File: src/rtl/ps2_rx_if.sv
// PS/2 receiver read-side bus.
// The consumer drives rd_en; the receiver drives data and status.
interface ps2_rx_if;
  logic        rd_en;
  logic [15:0] rd_data;
  logic        rx_valid;
  logic        rx_overflow;
  logic        frame_err;

  modport master (
    output rd_en,
    input  rd_data,
    input  rx_valid,
    input  rx_overflow,
    input  frame_err
  );

  modport slave (
    input  rd_en,
    output rd_data,
    output rx_valid,
    output rx_overflow,
    output frame_err
  );
endinterface

File: src/rtl/ps2_rx.sv
// PS/2 keyboard receiver: sync, frame FSM with timeout,
// odd-parity check and a small received-byte FIFO.
module ps2_rx #(
  parameter int          FIFO_DEPTH = 4,
  parameter logic [15:0] TIMEOUT    = 16'd50000
) (
  input  logic     clk,
  input  logic     rst,
  input  logic     ps2_clk,
  input  logic     ps2_data,
  ps2_rx_if.slave  bus
);

  localparam int AW = (FIFO_DEPTH > 1) ? $clog2(FIFO_DEPTH) : 1;
  localparam logic [AW:0]   FULL_C  = (AW+1)'(FIFO_DEPTH);
  localparam logic [AW:0]   CNT_ONE = (AW+1)'(1);
  localparam logic [AW-1:0] PTR_ONE = (AW)'(1);

  typedef enum logic [1:0] {
    IDLE,
    DATA,
    PARITY,
    STOP
  } state_t;

  logic [1:0]  sc_q, sd_q;
  logic        prev_q;
  logic        fall, dbit;

  state_t      state_q, state_d;
  logic [2:0]  cnt_q, cnt_d;
  logic [7:0]  shift_q, shift_d;
  logic        par_q, par_d;
  logic [15:0] tmo_q, tmo_d;
  logic        err_q, err_d;
  logic        push;

  logic [7:0]    mem [FIFO_DEPTH];
  logic [AW-1:0] wr_ptr_q, wr_ptr_d;
  logic [AW-1:0] rd_ptr_q, rd_ptr_d;
  logic [AW:0]   fcnt_q, fcnt_d;
  logic          ovf_q, ovf_d;
  logic          pop, full, wr_ok, ovf_new;

  assign fall = prev_q & ~sc_q[1];
  assign dbit = sd_q[1];

  // Two-flop synchronizers plus previous-clock flop for edge detect
  always_ff @(posedge clk or posedge rst) begin
    if (rst) begin
      sc_q   <= 2'b11;
      sd_q   <= 2'b11;
      prev_q <= 1'b1;
    end else begin
      sc_q   <= {sc_q[0], ps2_clk};
      sd_q   <= {sd_q[0], ps2_data};
      prev_q <= sc_q[1];
    end
  end

  // Frame FSM state register
  always_ff @(posedge clk or posedge rst) begin
    if (rst) begin
      state_q <= IDLE;
      cnt_q   <= '0;
      shift_q <= '0;
      par_q   <= 1'b0;
      tmo_q   <= '0;
      err_q   <= 1'b0;
    end else begin
      state_q <= state_d;
      cnt_q   <= cnt_d;
      shift_q <= shift_d;
      par_q   <= par_d;
      tmo_q   <= tmo_d;
      err_q   <= err_d;
    end
  end

  // Frame FSM next state; a stalled frame is dropped by the timeout
  always_comb begin
    state_d = state_q;
    cnt_d   = cnt_q;
    shift_d = shift_q;
    par_d   = par_q;
    tmo_d   = tmo_q;
    err_d   = 1'b0;
    push    = 1'b0;
    if (state_q == IDLE || fall) begin
      tmo_d = '0;
    end else begin
      tmo_d = tmo_q + 16'd1;
    end
    case (state_q)
      IDLE: begin
        if (fall && !dbit) begin
          state_d = DATA;
          cnt_d   = '0;
        end
      end
      DATA: begin
        if (fall) begin
          shift_d = {dbit, shift_q[7:1]};
          cnt_d   = cnt_q + 3'd1;
          if (cnt_q == 3'd7) begin
            state_d = PARITY;
          end
        end
      end
      PARITY: begin
        if (fall) begin
          par_d   = ^{shift_q, dbit};
          state_d = STOP;
        end
      end
      STOP: begin
        if (fall) begin
          if (dbit && par_q) begin
            push = 1'b1;
          end else begin
            err_d = 1'b1;
          end
          state_d = IDLE;
        end
      end
      default: state_d = IDLE;
    endcase
    if (state_q != IDLE && !fall &&
        tmo_q == TIMEOUT - 16'd1) begin
      state_d = IDLE;
      cnt_d   = '0;
      tmo_d   = '0;
      err_d   = 1'b1;
    end
  end

  // FIFO bookkeeping: pop first, so a full FIFO can accept a push
  always_comb begin
    pop     = bus.rd_en && (fcnt_q != '0);
    full    = (fcnt_q == FULL_C);
    wr_ok   = push && (!full || pop);
    ovf_new = push && full && !pop;
    wr_ptr_d = wr_ok ? wr_ptr_q + PTR_ONE : wr_ptr_q;
    rd_ptr_d = pop ? rd_ptr_q + PTR_ONE : rd_ptr_q;
    fcnt_d   = fcnt_q;
    if (wr_ok && !pop) begin
      fcnt_d = fcnt_q + CNT_ONE;
    end else if (pop && !wr_ok) begin
      fcnt_d = fcnt_q - CNT_ONE;
    end
    if (ovf_new) begin
      ovf_d = 1'b1;
    end else if (bus.rd_en) begin
      ovf_d = 1'b0;
    end else begin
      ovf_d = ovf_q;
    end
  end

  // FIFO pointer, occupancy and overflow registers
  always_ff @(posedge clk or posedge rst) begin
    if (rst) begin
      wr_ptr_q <= '0;
      rd_ptr_q <= '0;
      fcnt_q   <= '0;
      ovf_q    <= 1'b0;
    end else begin
      wr_ptr_q <= wr_ptr_d;
      rd_ptr_q <= rd_ptr_d;
      fcnt_q   <= fcnt_d;
      ovf_q    <= ovf_d;
    end
  end

  // FIFO storage; contents are only meaningful below the occupancy
  always_ff @(posedge clk) begin
    if (wr_ok) begin
      mem[wr_ptr_q] <= shift_q;
    end
  end

  assign bus.rx_valid    = (fcnt_q != '0);
  assign bus.rd_data     = (fcnt_q != '0) ?
                           {8'h00, mem[rd_ptr_q]} : 16'h0000;
  assign bus.rx_overflow = ovf_q;
  assign bus.frame_err   = err_q;

endmodule

File: src/flat_wrapper.sv
// flat-port wrapper written by rule: the top's interface ports become plain ports
module ps2_rx_flat 
#(
  parameter int          FIFO_DEPTH = 4,
  parameter logic [15:0] TIMEOUT    = 16'd50000
)
  (clk, rst, ps2_clk, ps2_data, bus_rd_en, bus_rd_data, bus_rx_valid, bus_rx_overflow, bus_frame_err);
  ps2_rx_if bus_i ();
  input  logic clk;
  input  logic rst;
  input  logic ps2_clk;
  input  logic ps2_data;
  input wire logic [$bits(bus_i.rd_en)-1:0] bus_rd_en;
  output wire logic [$bits(bus_i.rd_data)-1:0] bus_rd_data;
  output wire logic [$bits(bus_i.rx_valid)-1:0] bus_rx_valid;
  output wire logic [$bits(bus_i.rx_overflow)-1:0] bus_rx_overflow;
  output wire logic [$bits(bus_i.frame_err)-1:0] bus_frame_err;
  assign bus_i.rd_en = bus_rd_en;
  assign bus_rd_data = bus_i.rd_data;
  assign bus_rx_valid = bus_i.rx_valid;
  assign bus_rx_overflow = bus_i.rx_overflow;
  assign bus_frame_err = bus_i.frame_err;
  ps2_rx #(.FIFO_DEPTH(FIFO_DEPTH), .TIMEOUT(TIMEOUT)) u_core (.clk(clk), .rst(rst), .ps2_clk(ps2_clk), .ps2_data(ps2_data), .bus(bus_i));
endmodule
File: config.mk
export PLATFORM = sky130hd
export DESIGN_NAME = ps2_rx_flat
export DESIGN_NICKNAME = d
export VERILOG_FILES = /design/src/rtl/ps2_rx_if.sv /design/src/rtl/ps2_rx.sv /design/src/flat_wrapper.sv
export SDC_FILE = /design/constraint.sdc
export NUM_CORES = 1
export LEC_CHECK = 0
export BUFFER_PORTS_ARGS = -buffer_cell sky130_fd_sc_hd__buf_2
export CAP_MARGIN = 20
export CORE_MARGIN = 4
export CORE_UTILIZATION = 44
export CTS_CLUSTER_DIAMETER = 120
export DETAILED_ROUTE_END_ITERATION = 16
export PLACE_DENSITY = 0.66
export SETUP_SLACK_MARGIN = 0.3
export SLEW_MARGIN = 20
export SYNTH_ARGS = -nofsm -noshare
export SYNTH_HDL_FRONTEND = slang
export SYNTH_SLANG_ARGS = --single-unit
File: constraint.sdc
create_clock -name clk -period 4.61 [get_ports clk]
set_input_delay 0.2305 -clock clk [delete_from_list [all_inputs] [get_ports clk]]
set_output_delay 0.2305 -clock clk [all_outputs]
set_load 0.02 [all_outputs]
Yosys cells after proc, flatten, opt, wreduce, memory -nomap -nowiden
Memory sizes are Yosys's and may differ from the RTL's.
Cells that the tools add are included.
{"block": "word_totals", "mem_count": 1, "reg_bits": 44, "ram_bits": 32, "out_inout_bits": 19, "input_bits": 5}
{"memory": "u_core.mem", "depth": 4, "width": 8, "read_ports": 1, "rd_clocked_by_memory_dff": 0, "write_ports": 1, "line_no": "ps2_rx.sv:38", "text": "logic [7:0] mem [FIFO_DEPTH];"}
{"block": "op_classes", "add_sub_neg": 6, "eq_ne": 11, "mux": 27, "reduce_logical": 28, "bitwise": 2}
{"operator": "$mux 16", "count": 2}
{"operator": "$add 16x1->16 const B", "count": 1}
{"operator": "$eq 16x16->1 const B", "count": 1}
{"operator": "$mux 3", "count": 5}
{"operator": "$mux 2", "count": 6}
{"operator": "$ne 3x1->1 const B", "count": 4}
{"operator": "$mux 1", "count": 11}
{"operator": "$logic_and 1x1->1", "count": 10}
{"operator": "$reduce_xor 9->1", "count": 1}
{"operator": "$mux 8", "count": 1}
{"operator": "$pmux 2 s4", "count": 1}
{"operator": "$add 3x1->3 const B", "count": 2}
{"operator": "$eq 3x3->1 const B", "count": 2}
{"operator": "$pmux 3 s2", "count": 1}
{"operator": "$reduce_bool 2->1", "count": 3}
{"operator": "$reduce_bool 3->1", "count": 2}
{"operator": "$logic_not 1->1", "count": 5}
{"operator": "$reduce_and 5->1", "count": 1}
{"operator": "$add 2x1->2 const B", "count": 2}
{"operator": "$eq 2x2->1 const B", "count": 2}
{"operator": "$reduce_and 2->1", "count": 2}
{"operator": "$ne 3x3->1 const B", "count": 1}
{"operator": "$reduce_and 3->1", "count": 1}
{"operator": "$sub 3x1->3 const B", "count": 1}
{"operator": "5 further kinds", "count": 6}

Logic depth before layout (Yosys ltp)
Gate-level depths: netlist of the first run.
{"block": "depth", "depth_word": 9, "mapped_depth": 10, "mapped_depth_nobuf": 10}

Least setup slack after synthesis of the first run
Ideal clock, no wire load.
{"block": "synth_path", "path_type": "register to register", "from": "register u_core.tmo_q[0]", "to": "register u_core.state_q[1]", "path_stages_with_launch": 8, "path_slack_ns": 2.461, "required_time_ns": 4.488, "synth_period_minus_slack_ns": 2.149, "setup_time_ns": 0.122, "path_buffers": 1, "arrival_ns": 2.027, "cell_sequence": "dfrtp_1 > ha_1 > nand3_2 > or4_1 > or4_1 > buf_2 > a21o_1 > a32o_1"}
{"block": "synth_between", "elab_chain_cells": 4, "elab_cells_between_ends": 9, "classes_between": "6 x eq/ne; 1 x mux; 2 x reduce/logical"}
{"item": "start, declared", "line_no": "ps2_rx.sv:34", "text": "logic [15:0] tmo_q, tmo_d;"}
{"item": "start signal, assigned", "line_no": "ps2_rx.sv:75", "text": "tmo_q <= tmo_d;"}
{"item": "$eq 16x16->1 *", "line_no": "ps2_rx.sv:129", "text": "tmo_q == TIMEOUT - 16'd1) begin"}
{"item": "$logic_and 1x1->1 *", "line_no": "ps2_rx.sv:128", "text": "if (state_q != IDLE && !fall &&"}
{"item": "$ne 3x1->1 (no source line) or $ne 3x3->1 (tied branches)"}
{"item": "$reduce_and 5->1 (no source line)"}
{"item": "end signal, assigned", "line_no": "ps2_rx.sv:71", "text": "state_q <= state_d;"}
{"item": "end, declared", "line_no": "ps2_rx.sv:30", "text": "state_t state_q, state_d;"}
Every way passes the cells marked *; elsewhere a longest branch is shown, timed or not.
A chain may end at the register's enable or synchronous reset.

Final worst setup path of the first run
{"block": "layout_path", "from": "register u_core.state_q[0]", "to": "register u_core.fcnt_q[2]"}
{"block": "layout_between", "elab_chain_cells": 6, "elab_cells_between_ends": 8, "classes_between": "1 x eq/ne; 2 x mux; 5 x reduce/logical"}
{"item": "$eq 2x2->1 *", "line_no": "ps2_rx.sv:94", "text": "case (state_q)"}
{"item": "$mux 1 *", "line_no": "ps2_rx.sv:94"}
{"item": "$logic_and 1x1->1 *", "line_no": "ps2_rx.sv:141", "text": "wr_ok = push && (!full || pop);"}
{"item": "net u_core.wr_ok", "line_no": "ps2_rx.sv:43", "text": "logic pop, full, wr_ok, ovf_new;"}
{"item": "$logic_not 1->1", "line_no": "ps2_rx.sv:148", "text": "end else if (pop && !wr_ok) begin"}
{"item": "$logic_and 1x1->1", "line_no": "ps2_rx.sv:148"}
{"item": "$reduce_bool 2->1 (no source line)"}
{"item": "end signal, assigned", "line_no": "ps2_rx.sv:170", "text": "fcnt_q <= fcnt_d;"}
{"item": "end, declared", "line_no": "ps2_rx.sv:41", "text": "logic [AW:0] fcnt_q, fcnt_d;"}
Mark *: on every way through the listed nets, which the timed path passes. The rest lies on a longest branch.

==> results of run 1 <==
## routing by layer
metal	vias up	part of all wire, %	GRT usage [%]
met5	-	0	0
met1	897	43	16.2
li1	928	-	-
met2	26	52	22.4
met3	6	3.9	4.22
met4	0	1.2	4.56
## power breakdown
part	internal (W)	switching, W
combinational	0.000315	0.000309
sequential	0.000826	0.000146
clock	0.000268	0.000247
## cell usage in the layout (no fill, tap or decap), types with 2 or more instances in the layout
master / netlist / routed
nor4_1: 2 / 2
a22o_2: 3 / 3
edfxtp_1: 32 / 32
nand3_1: 10 / 10
nor3_1: 4 / 4
xor2_1: 10 / 10
o21a_1: 2 / 2
buf_2: 1 / 15
or4_1: 4 / 4
conb_1: 1 / 8
clkbuf_8: 0 / 10
a21boi_0: 2 / 2
clkinv_4: 0 / 2
dfstp_2: 5 / 5
ha_1: 12 / 12
inv_1: 10 / 9
mux2_2: 9 / 9
dfrtp_1: 39 / 39
a21oi_1: 2 / 2
xnor2_1: 19 / 19
nor2_1: 23 / 23
nand2b_1: 2 / 2
nand2_1: 12 / 12
and3_1: 2 / 2
mux4_2: 8 / 8
and2_1: 12 / 12
o21ai_0: 3 / 3
clkinvlp_4: 0 / 2
o22ai_1: 2 / 2
dlygate4sd3_1: 0 / 2
or2_2: 2 / 2
## worst max-delay path by stage
stage / startpoint / to / slack [ns] / cells after the start
2_1_floorplan: u_core.tmo_q[0]$_DFF_PP0_ / u_core.state_q[1]$_DFFE_PP0P_ / 2.46 / 7
3_3_place_gp: u_core.state_q[0]$_DFFE_PP0P_ / u_core.fcnt_q[2]$_DFFE_PP0P_ / 2.30 / 10
3_5_place_dp: u_core.state_q[0]$_DFFE_PP0P_ / u_core.fcnt_q[2]$_DFFE_PP0P_ / 2.24 / 10
4_1_cts: u_core.state_q[0]$_DFFE_PP0P_ / u_core.fcnt_q[2]$_DFFE_PP0P_ / 2.18 / 10
5_1_grt: u_core.state_q[0]$_DFFE_PP0P_ / u_core.fcnt_q[2]$_DFFE_PP0P_ / 2.04 / 10
6_report: u_core.state_q[0]$_DFFE_PP0P_ / u_core.fcnt_q[2]$_DFFE_PP0P_ / 2.20 / 10
## final cells by class
type	count	area share, %
repair buffers	17	2.50
well taps	99	3.26
flip-flops and latches	76	54.4
multi-input cells	164	33.3
inverters	10	0.987
clock buffers	10	3.62
clock inverters	6	1.88
## per-stage QoR
stage	cell area [um^2]	power, W	hold WS [ns]	setup slack (ns)	cells
2_1_floorplan	3460	0.00146	0.235	2.46	265
3_3_place_gp	3570	0.00160	0.337	2.30	364
3_5_place_dp	3570	0.00162	0.337	2.24	364
4_1_cts	3800	0.00216	0.0711	2.18	382
5_1_grt	3800	0.00227	0.0883	2.04	382
6_report	3800	0.00211	0.0782	2.20	382
## kinds of logic after synthesis
| group | count (synthesis) | share of synthesized area, % |
|---|---|---|
| fa+ha+maj | 13 | 4.95 |
| flops | 76 | 60.2 |
| compound gates | 19 | 3.93 |
| buf+inv | 25 | 3.64 |
| other cells | 1 | 0.109 |
| simple gates | 78 | 11.5 |
| xor+xnor | 29 | 7.40 |
| mux | 17 | 8.20 |
## state kept, by name (all words and copies together), names as in the netlist
register / cells
u_core.bus.frame_err: 1
u_core.bus.rx_overflow: 1
u_core.cnt_q: 3
u_core.fcnt_q: 3
u_core.mem: 32
u_core.par_q: 1
u_core.prev_q: 1
u_core.rd_ptr_q: 2
u_core.sc_q: 2
u_core.sd_q: 2
u_core.shift_q: 8
u_core.state_q: 2
u_core.tmo_q: 16
u_core.wr_ptr_q: 2
## critical path, stage by stage (launching register included)
cell and delay (ns):
dfrtp_1 0.41, ha_1 0.20, inv_1 0.04, nor3_1 0.26
o21a_1 0.31, ha_1 0.22, inv_1 0.06, fa_1 0.37
xor2_1 0.17, nor2_1 0.12, xor2_1 0.17
## repair_timing
| item | 4_1_cts | 5_1_grt |
|---|---|---|
| setup endpoints to repair | 0 | 0 |
| buffers inserted | 0 | 0 |
| endpoints found under the hold margin | 2 | 0 |
| hold buffers | 2 | 0 |
## synthesized netlist by cell type (all sizes together)
| library cell | instances |
|---|---|
| a21boi | 2 |
| a21o | 1 |
| a21oi | 2 |
| a22o | 4 |
| a31oi | 1 |
| a32o | 1 |
| and2 | 12 |
| and3 | 2 |
| buf | 10 |
| clkbuf | 5 |
| conb | 1 |
| dfrtp | 39 |
| dfstp | 5 |
| edfxtp | 32 |
| fa | 1 |
| ha | 12 |
| inv | 10 |
| mux2 | 9 |
| mux4 | 8 |
| nand2 | 12 |
| nand2b | 2 |
| nand3 | 11 |
| nand4 | 1 |
| nand4bb | 1 |
| nor2 | 23 |
| nor2b | 1 |
| nor3 | 4 |
| nor4 | 2 |
| o21a | 2 |
| o21ai | 4 |
| o22ai | 2 |
| or2 | 2 |
| or3 | 1 |
| or4 | 4 |
| xnor2 | 19 |
| xor2 | 10 |
==> results.txt, run 1 <==
RR Endpoint: u_core.fcnt_q[2]$_DFFE_PP0P_
CTS clk-pin slew, worst paths: 0.08 ns
post-synthesis sequential area ratio: 60.2%
worst r2r src: u_core.state_q[0]$_DFFE_PP0P_
Tot GR Track Use: 13.3%
min cycle time layout: 2.41 ns
Starting Density: 46.4%
largest net degree at the start of global routing: 45
first-pass GRT wire length: 9210 um
Area Growth Syn to Fin: 10.7%
Die Height: 96.4 um
LEAKAGE: 1.52 nW
DR vias: 1857
drt pass-1 iters: 4
ranking of synthesized cells by area: dfrtp_1 28%, edfxtp_1 28%, mux4_2 5.2%
wire per inst: 13.9 um
nets@finish: 296
Cell Area, Synth: 0.00343 mm^2
setup violators final: 0
Max Slew Vio Count: 0
Root Buffer Master: clkbuf_8
Core Area: 0.00741 mm^2
Worst Setup End Kind: flip-flop
area leader, netlist: dfrtp_1
setup TNS: 0 ns
clk_lat worst skew: 0.34 ns
slew at the pin with the worst max-slew slack: 1.00 ns
vias in the first global route: 1935
critical path class: reg2reg
Resize count post-CTS: 0
VDD IR max: 0.264 mV
max_cap viols: 0
Synth top area share: 28.4%
Rows: 31
diode count: 0
Iteration-0 DRC Markers: 71
die area: 0.00928 mm^2
multi-input logic area: 0.00127 mm^2
post-DP HPWL: 3620 um
status: complete, no violations
R2R cell count: 10
Final ANT Viol Nets: 0
final hold vios: 0
GPL Wtd Cong: 0.794
final period utilization: 52.2%
fin util: 51.3%
WL final: 5320 um
CP max FO: 8
Max Freq: 0.415 GHz
# fillers: 644
global route overflow: 0
Syn Inst Count: 258
number of buffers created by CTS: 9
Worst slew margin: 32.6%
Synth Area per Inst: 13.3 um^2
PortBufs: 15
clock sink count: 76
DRC Markers: 0
initial antenna violation count: 0
Synth Register Bits: 76
RSZ-0062 raised after global routing: no
H-tree levels: 3
R2R setup slack: 2.20 ns
die width: 96.4 um
synth warn: 0
Layout Skew: 0.00691 ns
Cell Pwr Density: 556 mW/mm^2
Crit path required time: 4.88 ns
CP startpoint kind: flip-flop
layout cell share with drive strength beyond 1: 21.2%
CTS tree: yes
Worst Hold Class: in2async
arrival time of the worst setup path: 2.67 ns
FF+latch area: 0.00207 mm^2
Synth cell types: 41
vias per inst: 4.86
number of I/O pins: 24
clk buf depth: 2
Power figures use the tool's default switching activity.
==> inputs of run 2 (changes only) <==
ABC_AREA = 1   (was unset)
clock period = 2.4 ns   (was 4.61 ns; I/O delays follow)
==> run 2 against run 1 <==
Net effect:
- wire length rose by 31%
- first-iteration DRC count grew 21%
- hold slack better by 0.084 ns
- synthesized area increased by 9.8%
- synthesized cell count up 56%
- worst setup slack got worse by 1.9 ns
- fmax rose by 18%
- combinational power rose by 140%
- global-route usage up 2.0 points
- clock skew increased by 0.0023 ns
- non-clock buffer count is 10 higher
- critical endpoint unchanged
- largest power group unchanged
==> results.txt, run 2 <==
setup violators final: 0 (unchanged)
R2R setup slack: 0.35 ns (-1.85 ns)
Area Growth Syn to Fin: 12.6%
initial antenna violation count: 0 (unchanged)
VDD IR max: 0.370 mV (+40%)
status: complete, no violations
ranking of synthesized cells by area: dfrtp_1 26%, edfxtp_1 25%, nor2_1 7.0%
DRC Markers: 0 (unchanged)
clock share of power: 23.1% (-1.3 points)
Syn Inst Count: 402 (+56%)
most common library cells after synthesis: 70 x nor2_1, 60 x nand2_1, 45 x inv_1
clk buf depth: 2 (unchanged)
Crit path required time: 2.64 ns (-2.24 ns)
area leader, netlist: dfrtp_1
largest registers: u_core.mem: 32 flops, u_core.tmo_q: 16 flops, u_core.shift_q: 8 flops
H-tree levels: 3 (unchanged)
Synth Area per Inst: 9.38 um^2 (-30%)
Synth cell types: 39 (-4.9%)
Cell Area, Synth: 0.00377 mm^2 (+9.8%)
post-synthesis sequential area ratio: 54.9% (-5.4 points)
Max Slew Vio Count: 0 (unchanged)
PortBufs: 15 (unchanged)
worst r2r src: u_core.prev_q$_DFF_PP1_
Max Freq: 0.488 GHz (+18%)
commonest non-fill, non-tap cell in the layout: nor2_1
slew at the pin with the worst max-slew slack: 0.929 ns (-0.0752 ns)
async set-reset flop share out of synthesis: 57.9% (unchanged)
die area: 0.0101 mm^2 (+8.9%)
Worst Hold Class: in2reg
setup TNS: 0 ns (unchanged)
most frequent cells in the layout: 68 x nor2_1, 60 x nand2_1, 42 x inv_1
Worst slew margin: 37.9% (+5.4 points)
Sequential Power Share: 43.0% (-3.0 points)
Synth top area share: 25.9% (-2.5 points)
fin util: 51.4% (+0.085 points)
vias in the first global route: 2681 (+39%)
RSZ-0062 raised after global routing: yes
first-pass GRT wire length: 12100 um (+32%)
Core Area: 0.00826 mm^2 (+11%)
Comb power frac: 33.8% (+4.2 points)
min cycle time layout: 2.05 ns (-0.359 ns)
Iteration-0 DRC Markers: 86 (+21%)
layout cell share with drive strength beyond 1: 19.7% (-1.5 points)
CTS tree: yes
CP startpoint kind: flip-flop
Final ANT Viol Nets: 0 (unchanged)
GPL Wtd Cong: 0.820 (+3.2%)
arrival time of the worst setup path: 2.29 ns (-0.38 ns)
Worst Setup End Kind: flip-flop
Hold Path Origin: bus_rd_en
WL final: 6990 um (+31%)
hold_ws: 0.162 ns (+0.0839 ns)
clock sink count: 76 (unchanged)
synth warn: 0 (unchanged)
largest net degree at the start of global routing: 45 (unchanged)
nets@finish: 450 (+52%)
Rows: 33 (+6.5%)
max FFs per register: 32 (unchanged)
critical path class: reg2reg
Tot GR Track Use: 15.4% (+2.0 points)
max_cap viols: 0 (unchanged)
number of buffers created by CTS: 9 (unchanged)
wire per inst: 12.9 um (-7.5%)
Switching Share: 39.7% (+6.4 points)
global route overflow: 0 (unchanged)
diode count: 0 (unchanged)
Root Buffer Master: clkbuf_8
Power Internal: 0.00266 W (+89%)
Post-synth EDFFs: 32 (unchanged)
drt pass-1 iters: 4 (unchanged)
hold depth: 4
LEAKAGE: 1.90 nW (+25%)
DR vias: 2612 (+41%)
final hold vios: 0 (unchanged)
Biggest register: u_core.mem
Layout Skew: 0.00919 ns (+0.00227 ns)
Starting Density: 45.7% (-0.71 points)
vias per inst: 4.82 (-0.87%)
RR Endpoint: u_core.fcnt_q[2]$_DFFE_PP0P_
R2R cell count: 10 (unchanged)
clk_lat worst skew: 0.36 ns (+0.02 ns)
number of I/O pins: 24 (unchanged)
post-DP HPWL: 4950 um (+37%)
most frequent cell after synthesis: nor2_1
die width: 101 um (+4.4%)
Synth Register Bits: 76 (unchanged)
CP max FO: 2 (-6)
# fillers: 738 (+15%)
prevailing post-synth register cell: dfrtp_1
Cell Pwr Density: 1040 mW/mm^2 (+87%)
Hold Path Sink: u_core.bus.rx_overflow$_DFFE_PP0P_
CTS clk-pin slew, worst paths: 0.08 ns (about the same)
final period utilization: 85.4% (+33 points)
Sw Pwr: 0.00175 W (+150%)
Die Height: 101 um (+4.4%)
run 2: worst max-delay path: stages (launching register included):
cell and delay (ns):
dfstp_2 0.55, inv_2 0.05, nor2_4 0.10, nand4_1 0.11, nor2_2 0.16, ha_2 0.18
inv_2 0.05, fa_2 0.39, a21oi_2 0.11, o21ai_1 0.08, xor2_1 0.16
run 2: final cells by class:
type                       instances  area (um^2)  area share (%)
sequential                        76         2070            48.8
multi-input combinational        264         1450            34.2
inverter                          54          210            4.95
timing repair buffer              27          173            4.07
tap                              105          131            3.10
clock buffer                       9          124            2.92
clock inverter                     7         82.6            1.95
run 2: worst max path at each step:
| stage | startpoint | to | slack (ns) | depth (start not counted) |
|---|---|---|---|---|
| floorplan | u_core.fcnt_q[0]$_DFFE_PP0P_ | u_core.fcnt_q[1]$_DFFE_PP0P_ | 0.33 | 9 |
| global placement | u_core.prev_q$_DFF_PP1_ | u_core.fcnt_q[2]$_DFFE_PP0P_ | 0.35 | 10 |
| detailed placement | u_core.prev_q$_DFF_PP1_ | u_core.fcnt_q[2]$_DFFE_PP0P_ | 0.28 | 10 |
| CTS | u_core.rd_ptr_q[0]$_DFFE_PP0N_ | bus_rd_data[0] | 0.30 | 4 |
| global route | u_core.prev_q$_DFF_PP1_ | u_core.fcnt_q[2]$_DFFE_PP0P_ | 0.26 | 10 |
| finish | u_core.prev_q$_DFF_PP1_ | u_core.fcnt_q[2]$_DFFE_PP0P_ | 0.35 | 10 |
run 2: stage by stage:
step | cell area, um^2 | worst slack [ns] | std cells | total power (W)
finish | 4240 | 0.352 | 542 | 0.00442
floorplan | 3800 | 0.331 | 409 | 0.00299
global route | 4240 | 0.258 | 542 | 0.00478
detailed placement | 3950 | 0.280 | 519 | 0.00338
CTS | 4190 | 0.301 | 538 | 0.00442
global placement | 3950 | 0.347 | 519 | 0.00332
run 2: logic make-up (layout without fill, tap and decap cells):
family / after synthesis / count (layout) / share of synthesized area (%)
AND/OR/NAND/NOR: 179 / 179 / 21.8
flip-flops: 76 / 76 / 54.9
buffers and inverters: 69 / 97 / 7.93
AO/OA/AOI/OAI: 49 / 49 / 7.00
adder cells (fa/ha/maj): 13 / 13 / 4.51
XOR/XNOR: 11 / 11 / 2.56
multiplexers: 4 / 4 / 1.19
other: 1 / 8 / 0.0995
run 2: repair_timing:
action                                  CTS  global route
resized for setup                         2            12
setup buffers                             0             4
endpoints found under the setup margin    2            10
pin swaps                                 1             7
hold endpoints to repair                 41             0
hold buffers                              3             0
run 2: power by group through the flow:
stage / Combinational (W) / Clock (W) / Sequential (W)
finish: 0.00149 / 0.00102 / 0.00190
global route: 0.00172 / 0.00111 / 0.00194
CTS: 0.00147 / 0.00105 / 0.00190
detailed placement: 0.00146 / 0 / 0.00193
global placement: 0.00142 / 0 / 0.00191
floorplan: 0.00121 / 0 / 0.00178
run 2: routing by layer:
metal	track usage (%)	wire, um	vias up
met4	6.42	141	0
met5	0	0	-
met1	18.7	3170	1223
li1	-	-	1341
met3	4.15	185	13
met2	25.7	3480	35
